==> src/rtl/cpu_types_pkg.sv <==
// Shared types for the two-core snooping bus: RAM handshake states, bus
// controller states, grant kinds and the dcache block size.
package cpu_types_pkg;

  typedef logic [31:0] word_t;

  typedef enum logic [1:0] {
    FREE   = 2'd0,
    BUSY   = 2'd1,
    ACCESS = 2'd2,
    ERROR  = 2'd3
  } ramstate_t;

  typedef enum logic [2:0] {
    IDLE    = 3'd0,
    IFETCH  = 3'd1,
    EVICT   = 3'd2,
    SNOOP   = 3'd3,
    C2C     = 3'd4,
    RAMRD   = 3'd5,
    UPGRADE = 3'd6
  } bus_state_t;

  typedef enum logic [1:0] {
    KIND_NONE   = 2'd0,
    KIND_IFETCH = 2'd1,
    KIND_EVICT  = 2'd2,
    KIND_COH    = 2'd3
  } req_kind_t;

  localparam int BLOCK_WORDS = 2;

endpackage

==> src/rtl/bus_arbiter.sv <==
// Request arbiter for the coherence bus. Class priority is eviction
// (dWEN without cctrans) over coherent (cctrans) over instruction fetch.
// Ties between the two cores go to core 0, or to the core that did not win
// last time when BUS_ROUND_ROBIN_EN is defined.
module bus_arbiter
  import cpu_types_pkg::*;
(
  input  logic [1:0] iren,
  input  logic [1:0] dwen,
  input  logic [1:0] cctrans,
`ifdef BUS_ROUND_ROBIN_EN
  input  logic       last_grant,
`endif
  output logic       req,
  output req_kind_t  kind
);

  logic [1:0] evict_vec;
  logic [1:0] vec;
  logic       tie_winner;

  assign evict_vec = dwen & ~cctrans;

`ifdef BUS_ROUND_ROBIN_EN
  assign tie_winner = ~last_grant;
`else
  assign tie_winner = 1'b0;
`endif

  // pick the highest-priority request class, then the core within it
  always_comb begin
    kind = KIND_NONE;
    vec  = 2'b00;
    if (|evict_vec) begin
      kind = KIND_EVICT;
      vec  = evict_vec;
    end else if (|cctrans) begin
      kind = KIND_COH;
      vec  = cctrans;
    end else if (|iren) begin
      kind = KIND_IFETCH;
      vec  = iren;
    end
    if (vec == 2'b11) req = tie_winner;
    else              req = vec[1];
  end

endmodule

==> src/rtl/coherence_bus_ctrl.sv <==
// Two-core snooping bus controller (responder side of the cache/memory
// protocol). Serves instruction fetches, dirty evictions and coherent
// reads / read-exclusives, snooping the other dcache and moving the block
// either cache-to-cache (with RAM writeback) or from RAM.
// Optional feature macro: BUS_ROUND_ROBIN_EN (round-robin tie breaking).
//
// state   | meaning
// IDLE    | no transaction, arbitrating
// IFETCH  | one instruction word read from RAM
// EVICT   | dirty block written to RAM word by word
// SNOOP   | snoop broadcast to the other dcache, waiting for its response
// C2C     | snooper supplies the Modified block, also written back to RAM
// RAMRD   | block read from RAM for the requester
// UPGRADE | ownership granted without data transfer
module coherence_bus_ctrl
  import cpu_types_pkg::*;
#(
  parameter int CPUS        = 2,
  parameter int BLOCK_WORDS = cpu_types_pkg::BLOCK_WORDS
) (
  input  logic             CLK,
  input  logic             nRST,
  input  logic [1:0]       iREN,
  input  logic [1:0][31:0] iaddr,
  output logic [1:0]       iwait,
  output logic [1:0][31:0] iload,
  input  logic [1:0]       dREN,
  input  logic [1:0]       dWEN,
  input  logic [1:0][31:0] daddr,
  input  logic [1:0][31:0] dstore,
  output logic [1:0]       dwait,
  output logic [1:0][31:0] dload,
  input  logic [1:0]       cctrans,
  input  logic [1:0]       ccwrite,
  output logic [1:0]       ccwait,
  output logic [1:0]       ccinv,
  output logic [1:0][31:0] ccsnoopaddr,
  output logic             ramREN,
  output logic             ramWEN,
  output logic [31:0]      ramaddr,
  output logic [31:0]      ramstore,
  input  logic [31:0]      ramload,
  input  ramstate_t        ramstate
);

  localparam int IDX_W = (CPUS > 1) ? $clog2(CPUS) : 1;
  localparam int CNT_W = (BLOCK_WORDS > 1) ? $clog2(BLOCK_WORDS) : 1;
  localparam logic [CNT_W-1:0] LAST_WORD = CNT_W'(BLOCK_WORDS - 1);

  bus_state_t        state, next_state;
  logic [IDX_W-1:0]  req, next_req;
  logic [IDX_W-1:0]  other;
  logic [CNT_W-1:0]  word_cnt, next_cnt;
  logic              arb_req;
  req_kind_t         arb_kind;
  logic              access;
  logic              word_step;

  assign other  = ~req;
  assign access = (ramstate == ACCESS);

`ifdef BUS_ROUND_ROBIN_EN
  logic last_grant;

  // remember which core won the most recent grant out of IDLE
  always_ff @(posedge CLK or negedge nRST) begin
    if (!nRST)                                         last_grant <= 1'b0;
    else if (state == IDLE && arb_kind != KIND_NONE)   last_grant <= arb_req;
  end
`endif

  bus_arbiter u_arb (
    .iren       (iREN),
    .dwen       (dWEN),
    .cctrans    (cctrans),
`ifdef BUS_ROUND_ROBIN_EN
    .last_grant (last_grant),
`endif
    .req        (arb_req),
    .kind       (arb_kind)
  );

  // state, granted core and block word counter
  always_ff @(posedge CLK or negedge nRST) begin
    if (!nRST) begin
      state    <= IDLE;
      req      <= '0;
      word_cnt <= '0;
    end else begin
      state    <= next_state;
      req      <= next_req;
      word_cnt <= next_cnt;
    end
  end

  // next state and bus outputs; data/wait releases gated by RAM ACCESS
  always_comb begin
    next_state  = state;
    next_req    = req;
    next_cnt    = word_cnt;
    word_step   = 1'b0;
    iwait       = 2'b11;
    dwait       = 2'b11;
    iload       = '0;
    dload       = '0;
    ccwait      = 2'b00;
    ccinv       = 2'b00;
    ccsnoopaddr = '0;
    ramREN      = 1'b0;
    ramWEN      = 1'b0;
    ramaddr     = '0;
    ramstore    = '0;

    case (state)
      IDLE: begin
        if (arb_kind != KIND_NONE) begin
          next_req = IDX_W'(arb_req);
          case (arb_kind)
            KIND_IFETCH: next_state = IFETCH;
            KIND_EVICT:  next_state = EVICT;
            KIND_COH:    next_state = SNOOP;
            default:     next_state = IDLE;
          endcase
        end
      end
      IFETCH: begin
        ramREN  = 1'b1;
        ramaddr = iaddr[req];
        if (access) begin
          iload[req] = ramload;
          iwait[req] = 1'b0;
          next_state = IDLE;
        end
      end
      EVICT: begin
        ramWEN   = 1'b1;
        ramaddr  = daddr[req];
        ramstore = dstore[req];
        if (access) begin
          dwait[req] = 1'b0;
          word_step  = 1'b1;
        end
      end
      SNOOP: begin
        ccwait[other]      = 1'b1;
        ccsnoopaddr[other] = daddr[req];
        ccinv[other]       = ccwrite[req];
        if (cctrans[other]) begin
          if (ccwrite[other])  next_state = C2C;
          else if (dREN[req])  next_state = RAMRD;
          else                 next_state = UPGRADE;
        end
      end
      C2C: begin
        ccwait[other] = 1'b1;
        ramWEN        = 1'b1;
        ramaddr       = daddr[other];
        ramstore      = dstore[other];
        if (access) begin
          dload[req]   = dstore[other];
          dwait[req]   = 1'b0;
          dwait[other] = 1'b0;
          word_step    = 1'b1;
        end
      end
      RAMRD: begin
        ramREN  = 1'b1;
        ramaddr = daddr[req];
        if (access) begin
          dload[req] = ramload;
          dwait[req] = 1'b0;
          word_step  = 1'b1;
        end
      end
      UPGRADE: begin
        dwait[req] = 1'b0;
        next_state = IDLE;
      end
      default: next_state = IDLE;
    endcase

    // block transfers end by word count, wrapping the counter to 0
    if (word_step) begin
      if (word_cnt == LAST_WORD) begin
        next_cnt   = '0;
        next_state = IDLE;
      end else begin
        next_cnt = word_cnt + CNT_W'(1);
      end
    end
  end

endmodule
==> config.mk <==
export PLATFORM = sky130hd
export DESIGN_NAME = coherence_bus_ctrl
export DESIGN_NICKNAME = d
export VERILOG_FILES = /design/src/rtl/cpu_types_pkg.sv /design/src/rtl/bus_arbiter.sv /design/src/rtl/coherence_bus_ctrl.sv
export SDC_FILE = /design/constraint.sdc
export NUM_CORES = 1
export LEC_CHECK = 0
export BUFFER_PORTS_ARGS = -buffer_cell sky130_fd_sc_hd__buf_2
export CAP_MARGIN = 10
export CORE_AREA = 4 4 196 198
export CTS_BUF_LIST = sky130_fd_sc_hd__clkbuf_16
export DETAILED_ROUTE_END_ITERATION = 6
export DIE_AREA = 0 0 200 202
export PLACE_DENSITY_LB_ADDON = 0.05
export SETUP_SLACK_MARGIN = 0.02
export SYNTH_ARGS = -nofsm -noshare
export SYNTH_HDL_FRONTEND = slang
export SYNTH_SLANG_ARGS = --single-unit
export TNS_END_PERCENT = 30
==> constraint.sdc <==
create_clock -name CLK -period 2.7 [get_ports CLK]
set_input_delay 0 -clock CLK [delete_from_list [all_inputs] [get_ports CLK]]
set_output_delay 0 -clock CLK [all_outputs]
set_load 0.02 [all_outputs]
# Word-level counts from Yosys, hierarchy flattened
# Cells that the tools add are included.
dict set report word_totals {
  output_inout_bits 266
  regBits 5
  in_bits 238
  wordCells 102
}
dict set report classes {
  bitwise_logic 10
  n_reduce_logical 13
  muxes 60
  n_eq_ne 11
  add_sub_neg 1
  n_lt_le_gt_ge 4
}
# cell n
set op_table {}
lappend op_table {{$mux 32} 12}
lappend op_table {{$mux 64} 4}
lappend op_table {{$and 64x64->64} 3}
lappend op_table {{$pmux 64 s2} 1}
lappend op_table {{$pmux 32 s3} 1}
lappend op_table {{$demux 32 s1} 2}
lappend op_table {{$pmux 32 s2} 1}
lappend op_table {{$mux 2} 12}
lappend op_table {{$mux 1} 17}
lappend op_table {{$mux 3} 5}
lappend op_table {{$reduce_or 2->1} 7}
lappend op_table {{$pmux 2 s3} 2}
lappend op_table {{$pmux 3 s4} 1}
lappend op_table {{$eq 3x3->1 const B} 3}
lappend op_table {{$eq 2x2->1 const B} 4}
lappend op_table {{$and 2x2->2} 3}
lappend op_table {{$eq 3x2->1 const B} 2}
lappend op_table {{$not 2->2} 3}
lappend op_table {{$lt 1x2->1 const B} 2}
lappend op_table {{$eq 3x1->1 const B} 1}
lappend op_table {{$logic_not 3->1} 1}
lappend op_table {{$reduce_or 3->1} 1}
lappend op_table {{$demux 1 s1} 2}
lappend op_table {{$eq 2x1->1 const B} 1}
lappend op_table {{other kinds (6)} 8}

# Logic depth before layout (Yosys ltp)
# Gate-level depths: netlist of run 1.
dict set report logic_depth {
  ltp_word 10
  mapped_depth 8
  depth_no_buf 4
}

# By module
# From an unflattened synthesis of run 1, not the netlist that was laid out.
dict set report unflattened {
  cells_unflattened 587
  area_unflattened_um2 4362.9
}
# module seq_area_each_um2 area_each_um2 instances cells_each
set by_module_without_submodules {}
lappend by_module_without_submodules {coherence_bus_ctrl 125.1 4306.6 1 577}
lappend by_module_without_submodules {bus_arbiter 0.0 56.3 1 10}

# Worst setup path before layout of run 1
# Ideal clock, no wire load.
dict set report synth_path {
  kind {reg2out}
  startpoint {reg state[1]}
  endpoint {out ramaddr[10]}
  n_path_buf 3
  required_ns 2.700
  arrival_ns 1.694
  slack_ns 1.006
  stages_incl_launch_ff 8
  path_cell_list {dfrtp_1 > buf_4 > nor2b_1 > nor2b_1 > buf_2 > buf_2 > a221oi_2 > o22ai_1}
}
dict set report synth_via {
  elab_chain_cells 3
  word_cells_on_any_way 6
  cone_classes {eq/ne (4); mux (1); reduce/logical (1)}
}
# element line_no
set synth_rtl {}
lappend synth_rtl {{start, declared} coherence_bus_ctrl.sv:50} ;# bus_state_t state, next_state;
lappend synth_rtl {{start signal, assigned} coherence_bus_ctrl.sv:90} ;# state <= next_state;
lappend synth_rtl {{$eq 3x3->1 or $eq 3x2->1 (tied branches)} coherence_bus_ctrl.sv:114} ;# case (state)
lappend synth_rtl {{$reduce_or 2->1 (no source line)} --}
lappend synth_rtl {{$pmux 32 s3 (*)} coherence_bus_ctrl.sv:114}
lappend synth_rtl {{end, declared} coherence_bus_ctrl.sv:40} ;# output logic [31:0] ramaddr,
# Mark *: on every way between the ends. The rest lies on a longest branch, timed or not.

==> results.cfg, run 1 <==
[run_status]
outcome = finished, final reports clean

[timing]
worst_pin_slew_ns = 0.6851
fmax_mhz = 418.5
setup_tns_ns = 0
setup_viol = 0
fin_crit_ns = 2.389
finalMaxSlewViolations = 0
slew_headroom_pct = 54.33
fin_crit_sh_pct = 88.49
rsz0062_at_grt = false
clock_skew_ns = 0.0007492
hold_viol_final = 0

[clock_network]
cts_max_path_buffers = 2
numCtsBuffers = 3
h-tree-depth = 1
cts_resized = 0
cts_tree = yes
cts_root_buf = clkbuf_16
path_clk_slew_ns = 0.03
cts_num_sinks = 5
clock_latency_ns = 0.23

[global_route]
grt-ovfl-total = 0
grt_start_max_net_pins = 83
antenna_found_initial = 2
grt_pass1_vias = 6720
grt_pass1_wl_um = 46220
grt_use_total_pct = 14.63

[yosys]
ys_seq_area_share_pct = 2.783
synth.largest_area_cell = a221oi_2
yosys_register_bits = 5
synth_cell_types = 44
synth.avg_cell_area_um2 = 7.751
synth_fp_nets = 818
synth_warnings = 0
async_reset_ff_share_pct = 100.0
yosys.area.top_type_share_pct = 20.04
synth_edf_count = 0
syn_area_um2 = 4496
synthFlopType = dfrtp_1
syn_inst = 580
synthTopCellsByArea = a221oi_2 20%, a221oi_1 13%, a22o_1 13%

[critical_path]
cp-end-kind = output pin
crit_path_max_fanout = 32
startpoint = state[1]
cp_cell_sequence = nor2b_1 > nand2b_1 > nor3_4 > buf_4 > a22o_1 > buf_2
critPathKind = reg -> out
critical_path_required_ns = 2.70
worstPathArrival_ns = 2.39
reg2reg_from = state[1]
max_stage_delay_ns = 0.49
startpoint_type = flop
crit_slowest_cell = dfrtp_1

[floorplan]
core_um2 = 36520
die_h_um = 202
die_x_um = 200
ios = 504
row_count = 70
start_util_pct = 12.31
die_area_um2 = 40400

[route]
dr.pass1.iters = 5
wl_per_cell_um = 21.91
vias = 6855
drtIter0Drc = 290
ant_nets = 0
drc = 0
wl_um = 32840
vias_per_cell = 4.573

[power]
power_per_cell_area_nw_per_um2 = 870.7
swShare_pct = 62.20
p_clk_share_pct = 3.7
p_sw_uw = 4119
combPwrFrac_pct = 93.4
p_int_uw = 2503
leakagePower_uw = 0.004222
p_seq_share_pct = 3.0
irDropWorstVdd_mv = 0.3726

[placement]
port_buffers = 503
dp.final_hpwl_um = 26240
place.gp.congestion = 0.7463

[finish]
fin_util_pct = 20.82
layout.nets = 1268
area_growth_syn_to_layout_pct = 69.16
layout-drive-gt1-share_pct = 59.28

[run]
maxCapViolations = 0

[hold_path]
hold_path.class = in -> async
[timing repair]
| action | CTS | global route |
|---|---|---|
| setup buffers | 0 | 0 |
| endpoints found under the hold margin | 5 | 0 |
| hold buffers | 1 | 0 |
[cells in the mapped netlist (2+ instances only)]
cell      number
and2_1        64
and3_1        68
nor3_1         3
buf_2         27
o21ai_0        6
a22o_1        66
o211ai_1       3
inv_1          6
dfrtp_1        5
mux2i_1       32
a221oi_1      66
buf_1          3
o22ai_1       32
or2_2          2
a21oi_1        5
buf_4          6
clkbuf_1      44
nor2b_1        4
nor2_1        39
nand2_1        5
a31oi_1        2
a221oi_2      60
buf_6          8
nand2b_1       4
[worst max-delay path: cells and delay by family (launching register included)]
kind	cells	cell delay, ns
buffers and inverters	2	0.61
AO/OA/AOI/OAI	1	0.28
flip-flops	1	0.49
AND/OR/NAND/NOR	3	0.75
[through the flow]
| step | area [µm²] | worst slack (ns) | hold WS, ns | total power, µW | cells |
|---|---|---|---|---|---|
| floorplan | 4496 | 1.006 | -0.2956 | 4297 | 580 |
| global placement | 7511 | 0.5314 | -0.1625 | 6541 | 1492 |
| detailed placement | 7511 | 0.5729 | -0.1680 | 6505 | 1492 |
| CTS | 7600 | 0.3126 | 0.1221 | 6761 | 1497 |
| global route | 7605 | 0.1179 | 0.1588 | 7145 | 1499 |
| finish | 7605 | 0.3107 | 0.1171 | 6622 | 1499 |
[cell families after synthesis]
logic type | after synthesis | synth area share, %
compound gates | 245 | 53.13
flops | 5 | 2.783
xor+xnor | 1 | 0.1949
mux | 33 | 7.375
buf+inv | 95 | 10.52
simple gates | 201 | 26.00
[flip-flops by register name, summed over array words and instances (netlist names)]
name	cells
req	1
state	3
word_cnt	1
[power by group through the flow]
stage	clock, µW	combinational (µW)	sequential, µW
after floorplan	0	4170	131
after global placement	0	6340	200
after detailed placement	0	6310	200
after CTS	246	6320	198
after global routing	249	6690	205
final	243	6180	197
[per-layer routing]
layer	share of wire, %	wire (µm)	global-route usage (%)	vias to the layer above
li1	-	-	-	3283
met1	40	13180	17.77	3323
met2	54	17740	28.34	231
met3	4.9	1604	1.367	18
met4	0.99	325	1.601	0
met5	0	0	0	-
[path summary, 6_finish.rpt]
path / endpoint / slack (ns) / depth (start not counted)
min in group CLK: req / 0.16 / 4
worst min-delay path: req / 0.12 / 2
max in group asynchronous: req / 2.43 / 2
worst max register to register: word_cnt / 0.84 / 4
worst min register to register: word_cnt / 0.51 / 1
worst max-delay path: dload[12] / 0.31 / 6
[area by class of cell]
type                            instances  area [µm²]
Multi-Input combinational cell        480        3933
Clock inverter                          1       3.754
Clock buffer                            3       75.07
Sequential cell                         5       128.9
Fill cell                            4178       28920
Tap cell                              468       585.6
Antenna cell                            2       5.005
Timing Repair Buffer                  533        2845
Inverter                                7       28.78
[cell usage in the layout (no fill, tap or decap), drive strengths merged]
cell,count
a21boi,1
a21o,1
a21oi,5
a221oi,126
a22o,66
a31oi,2
a32o,1
and2,64
and2b,1
and3,68
and3b,1
buf,532
clkbuf,3
dfrtp,5
diode,2
dlygate4sd3,1
inv,8
mux2,1
mux2i,32
nand2,5
nand2b,4
nand3,1
nand4,1
nor2,40
nor2b,4
nor3,5
nor3b,1
nor4,1
o2111ai,1
o211ai,3
o21ai,6
o21bai,1
o22ai,32
or2,3
or3,1
or3b,1
xnor2,1
(Power assumes the default switching activity.)
==> inputs of run 2 (changes only) <==
--- a/config.mk
+++ b/config.mk
@@ -11,6 +11,7 @@
 export CTS_BUF_LIST = sky130_fd_sc_hd__clkbuf_16
 export DETAILED_ROUTE_END_ITERATION = 6
 export DIE_AREA = 0 0 200 202
+export MAX_ROUTING_LAYER = met4
 export PLACE_DENSITY_LB_ADDON = 0.05
 export SETUP_SLACK_MARGIN = 0.02
 export SYNTH_ARGS = -nofsm -noshare
==> constraint.sdc (replaced) <==
create_clock -name CLK -period 2.8 [get_ports CLK]
set_input_delay 0 -clock CLK [delete_from_list [all_inputs] [get_ports CLK]]
set_output_delay 0 -clock CLK [all_outputs]
set_load 0.02 [all_outputs]
==> results.cfg, run 2 (synthesis results as in run 1) <==
[clock_network]
cts_max_path_buffers = 2
postCtsSetupBuffers = 0
cts_tree = yes
path_clk_slew_ns = 0.03
ctsHoldBuffers = 1
cts_resized = 0
numCtsBuffers = 3
h-tree-depth = 1
cts_root_buf = clkbuf_16
clock_latency_ns = 0.23
cts_num_sinks = 5

[finish]
final_cells = 1496
top_regs = state: 3 flops, req: 1 flops, word_cnt: 1 flops
final_cell_mix = 503 x buf_2, 68 x and3_1, 66 x a221oi_1, 66 x a22o_1, 64 x and2_1
regMostFlops = state
layout-drive-gt1-share_pct = 59.16
mostFrequentLayoutCell = buf_2
layout.nets = 1265
largest_reg_flops = 3
area_growth_syn_to_layout_pct = 68.10

[floorplan]
die_h_um = 202
die_x_um = 200
row_count = 70
start_util_pct = 12.31
core_um2 = 36520
die_area_um2 = 40400
ios = 504

[placement]
port_buffers = 503
place.gp.congestion = 0.7556
dp.final_hpwl_um = 26210
dp_cells = 1489

[power]
power.total_uw = 6302
power_per_cell_area_nw_per_um2 = 833.9
leakagePower_uw = 0.004193
irDropWorstVdd_mv = 0.4563

[timing]
hold_viol_final = 0
slew_headroom_pct = 54.09
fin_crit_ns = 2.356
rsz0062_at_grt = false
clock_skew_ns = 0.001786
worst_pin_slew_ns = 0.6887
fmax_mhz = 424.5
fin_crit_sh_pct = 84.14
setup_tns_ns = 0
setup_viol = 0
finalMaxSlewViolations = 0

[critical_path]
critical_path_required_ns = 2.80
critPathKind = reg -> out
reg2regPathDepth = 4
crit_path_max_fanout = 32
rr_endpoint = word_cnt
ff2ff_setup_slack_ns = 0.94
reg2reg_from = state[0]
cp-end-kind = output pin
worstPathArrival_ns = 2.36
startpoint_type = flop

[route]
vias = 6840
wl_per_cell_um = 21.85
drtIter0Drc = 353
drc = 0
ant_nets = 0
wl_um = 32690
dr.pass1.iters = 5
vias_per_cell = 4.572

[global_route]
antenna_found_initial = 2
grt_use_total_pct = 15.06
grt_start_max_net_pins = 89
grt_pass1_wl_um = 46150
grt_pass1_vias = 6529
grt-ovfl-total = 0

[run_status]
outcome = finished, final reports clean

[run]
maxCapViolations = 0

[hold_path]
hold_path.class = in -> async
## run 2: changes by cell type in the layout (fill, tap and decap cells not counted)
cell / change
buf_4: -1
buf_12: -2
## run 2: where the power goes
| part | switching [µW] | internal [µW] | leakage [µW] | total, µW |
|---|---|---|---|---|
| logic | 3800 | 2060 | 0.00409 | 5860 |
| clock network | 45.9 | 185 | 0.0000423 | 231 |
| registers | 106 | 109 | 0.0000604 | 215 |
## run 2: how the worst max path moves through the flow
stage / start / endpoint / slack [ns] / cells after the start
global placement: state[1] / dload[12] / 0.64 / 6
floorplan: state[1] / ramaddr[10] / 1.11 / 7
detailed placement: state[1] / dload[12] / 0.66 / 6
finish: state[1] / dload[12] / 0.44 / 6
global route: state[1] / dload[12] / 0.23 / 6
CTS: state[1] / dload[12] / 0.41 / 6
## run 2: final cells by class
| type | instances | area [µm²] |
|---|---|---|
| clock inverters | 1 | 3.754 |
| diodes | 2 | 5.005 |
| repair buffers | 530 | 2798 |
| well taps | 468 | 585.6 |
| fillers | 4207 | 28970 |
| clock buffers | 3 | 75.07 |
| multi-input cells | 480 | 3933 |
| inverters | 7 | 28.78 |
| flip-flops and latches | 5 | 128.9 |
## run 2: worst max-delay path, cell delays in order (launching register included)
cell and delay, ns:
dfrtp_1 0.49, nor2b_1 0.23, nand2b_1 0.29, nor3_4 0.23
buf_4 0.40, a22o_1 0.25, buf_2 0.20
## run 2: per-stage QoR
stage	hold slack [ns]	cell area [µm²]	setup WS [ns]	utilization, %
after floorplan	-0.2956	4496	1.106	-
after global placement	-0.1683	7463	0.6408	20.44
after detailed placement	-0.1650	7463	0.6615	20.44
final	0.1261	7557	0.4440	20.69
after CTS	0.1280	7552	0.4059	20.68
after global routing	0.1720	7557	0.2265	20.69
## run 2: routing by layer
layer | routed length (µm) | global-route usage [%] | share of wire (%)
met1 | 13270 | 18.15 | 41
met2 | 17440 | 27.61 | 53
met3 | 1576 | 1.367 | 4.8
met4 | 405 | 2.256 | 1.2
met5 | 0 | - | 0
==> inputs of run 3 (changes only) <==
==> constraint.sdc (replaced) <==
create_clock -name CLK -period 2.46 [get_ports CLK]
set_input_delay 0 -clock CLK [delete_from_list [all_inputs] [get_ports CLK]]
set_output_delay 0 -clock CLK [all_outputs]
set_load 0.02 [all_outputs]
==> results.cfg, run 3 (synthesis results as in run 1) <==
[clock_network]
path_clk_slew_ns = 0.03
postCtsSetupBuffers = 0
h-tree-depth = 1
cts_max_path_buffers = 2
clock_latency_ns = 0.23
numCtsBuffers = 3
cts_root_buf = clkbuf_16
cts_resized = 0
cts_num_sinks = 5
cts_tree = yes

[run]
maxCapViolations = 0

[global_route]
grt_use_total_pct = 14.97
grt-ovfl-total = 0
antenna_found_initial = 2
grt_pass1_vias = 6679
grt_start_max_net_pins = 84
grt_pass1_wl_um = 45960

[finish]
final_cell_mix = 503 x buf_2, 68 x and3_1, 66 x a221oi_1, 66 x a22o_1, 64 x and2_1
mostFrequentLayoutCell = buf_2
top_regs = state: 3 flops, req: 1 flops, word_cnt: 1 flops
area_growth_syn_to_layout_pct = 68.27
layout-drive-gt1-share_pct = 59.00
largest_reg_flops = 3
n_fill_cell = 4186
regMostFlops = state
layout.nets = 1261
final_cells = 1492

[critical_path]
critPathKind = reg -> out
cp-end-kind = output pin
rr_endpoint = word_cnt
reg2reg_from = state[1]
ff2ff_setup_slack_ns = 0.59
reg2regPathDepth = 4
startpoint_type = flop
critical_path_required_ns = 2.46
crit_path_max_fanout = 25
worstPathArrival_ns = 2.29

[floorplan]
die_area_um2 = 40400
row_count = 70
die_h_um = 202
core_um2 = 36520
start_util_pct = 12.31
ios = 504
die_x_um = 200

[hold_path]
hold_path.class = in -> async

[timing]
setup_tns_ns = 0
hold_viol_final = 0
slew_headroom_pct = 52.89
setup_viol = 0
fin_crit_ns = 2.293
clock_skew_ns = 0.002168
fin_crit_sh_pct = 93.20
fmax_mhz = 436.2
worst_pin_slew_ns = 0.7066
finalMaxSlewViolations = 0
rsz0062_at_grt = true

[run_status]
outcome = finished, final reports clean

[route]
dr.pass1.iters = 4
ant_nets = 0
vias_per_cell = 4.572
drc = 0
wl_um = 32930
wl_per_cell_um = 22.07
drtIter0Drc = 321
vias = 6822

[power]
power_per_cell_area_nw_per_um2 = 951.5
leakagePower_uw = 0.004182
irDropWorstVdd_mv = 0.4196

[placement]
dp_cells = 1485
dp.final_hpwl_um = 25980
place.gp.congestion = 0.7700
port_buffers = 503
[run 3: layout make-up]
type / instances / area (µm²) / area share, %
multi-input combinational: 480 / 3933 / 51.98
timing repair buffer: 526 / 2805 / 37.08
tap: 468 / 585.6 / 7.741
sequential: 5 / 128.9 / 1.704
clock buffer: 3 / 75.07 / 0.9924
inverter: 7 / 28.78 / 0.3804
antenna: 2 / 5.005 / 0.06616
clock inverter: 1 / 3.754 / 0.04962
[run 3: worst max path at each step]
stage / startpoint / end / slack, ns / cells past startpoint
3_3_place_gp: state[0] / ramaddr[20] / 0.38 / 6
6_report: state[0] / ramaddr[1] / 0.17 / 6
4_1_cts: state[0] / ramaddr[1] / 0.14 / 6
2_1_floorplan: state[1] / ramaddr[10] / 0.77 / 7
3_5_place_dp: state[0] / ramaddr[1] / 0.38 / 6
5_1_grt: state[0] / ramaddr[20] / 0.01 / 6
[run 3: per-stage QoR]
step | setup WS [ns] | hold WS, ns | utilization [%] | instance area, µm² | power [µW]
floorplan | 0.7658 | -0.2956 | - | 4496 | 4717
global placement | 0.3814 | -0.1704 | 20.46 | 7471 | 7080
detailed placement | 0.3813 | -0.1710 | 20.46 | 7471 | 7045
CTS | 0.1364 | 0.1150 | 20.70 | 7560 | 7333
global route | 0.01347 | 0.1416 | 20.71 | 7565 | 7730
finish | 0.1673 | 0.1160 | 20.71 | 7565 | 7198
[run 3: critical path, stage by stage, from the launching register on]
cell and delay (ns):
dfrtp_1 0.60, and3b_1 0.27, or2_4 0.43, buf_12 0.26
a221oi_2 0.08, o22ai_1 0.16, buf_2 0.22
[run 3: metal layers]
layer / track usage, % / up-vias / wire [µm]
li1: - / 3278 / -
met1: 17.72 / 3305 / 13360
met2: 28.01 / 220 / 17670
met3: 1.284 / 19 / 1506
met4: 1.965 / 0 / 393
met5: - / - / 0
[run 3: power by group]
part	total [µW]	switching, µW	internal (µW)
combinational	6690	4350	2340
sequential	240	116	124
clock	269	58.1	211
total	7200	4520	2670
[run 3: repair_timing]
action / 4_1_cts / 5_1_grt
endpoints found under the hold margin: 5 / 0
endpoints found under the setup margin: 0 / 1
hold buffers: 1 / 0
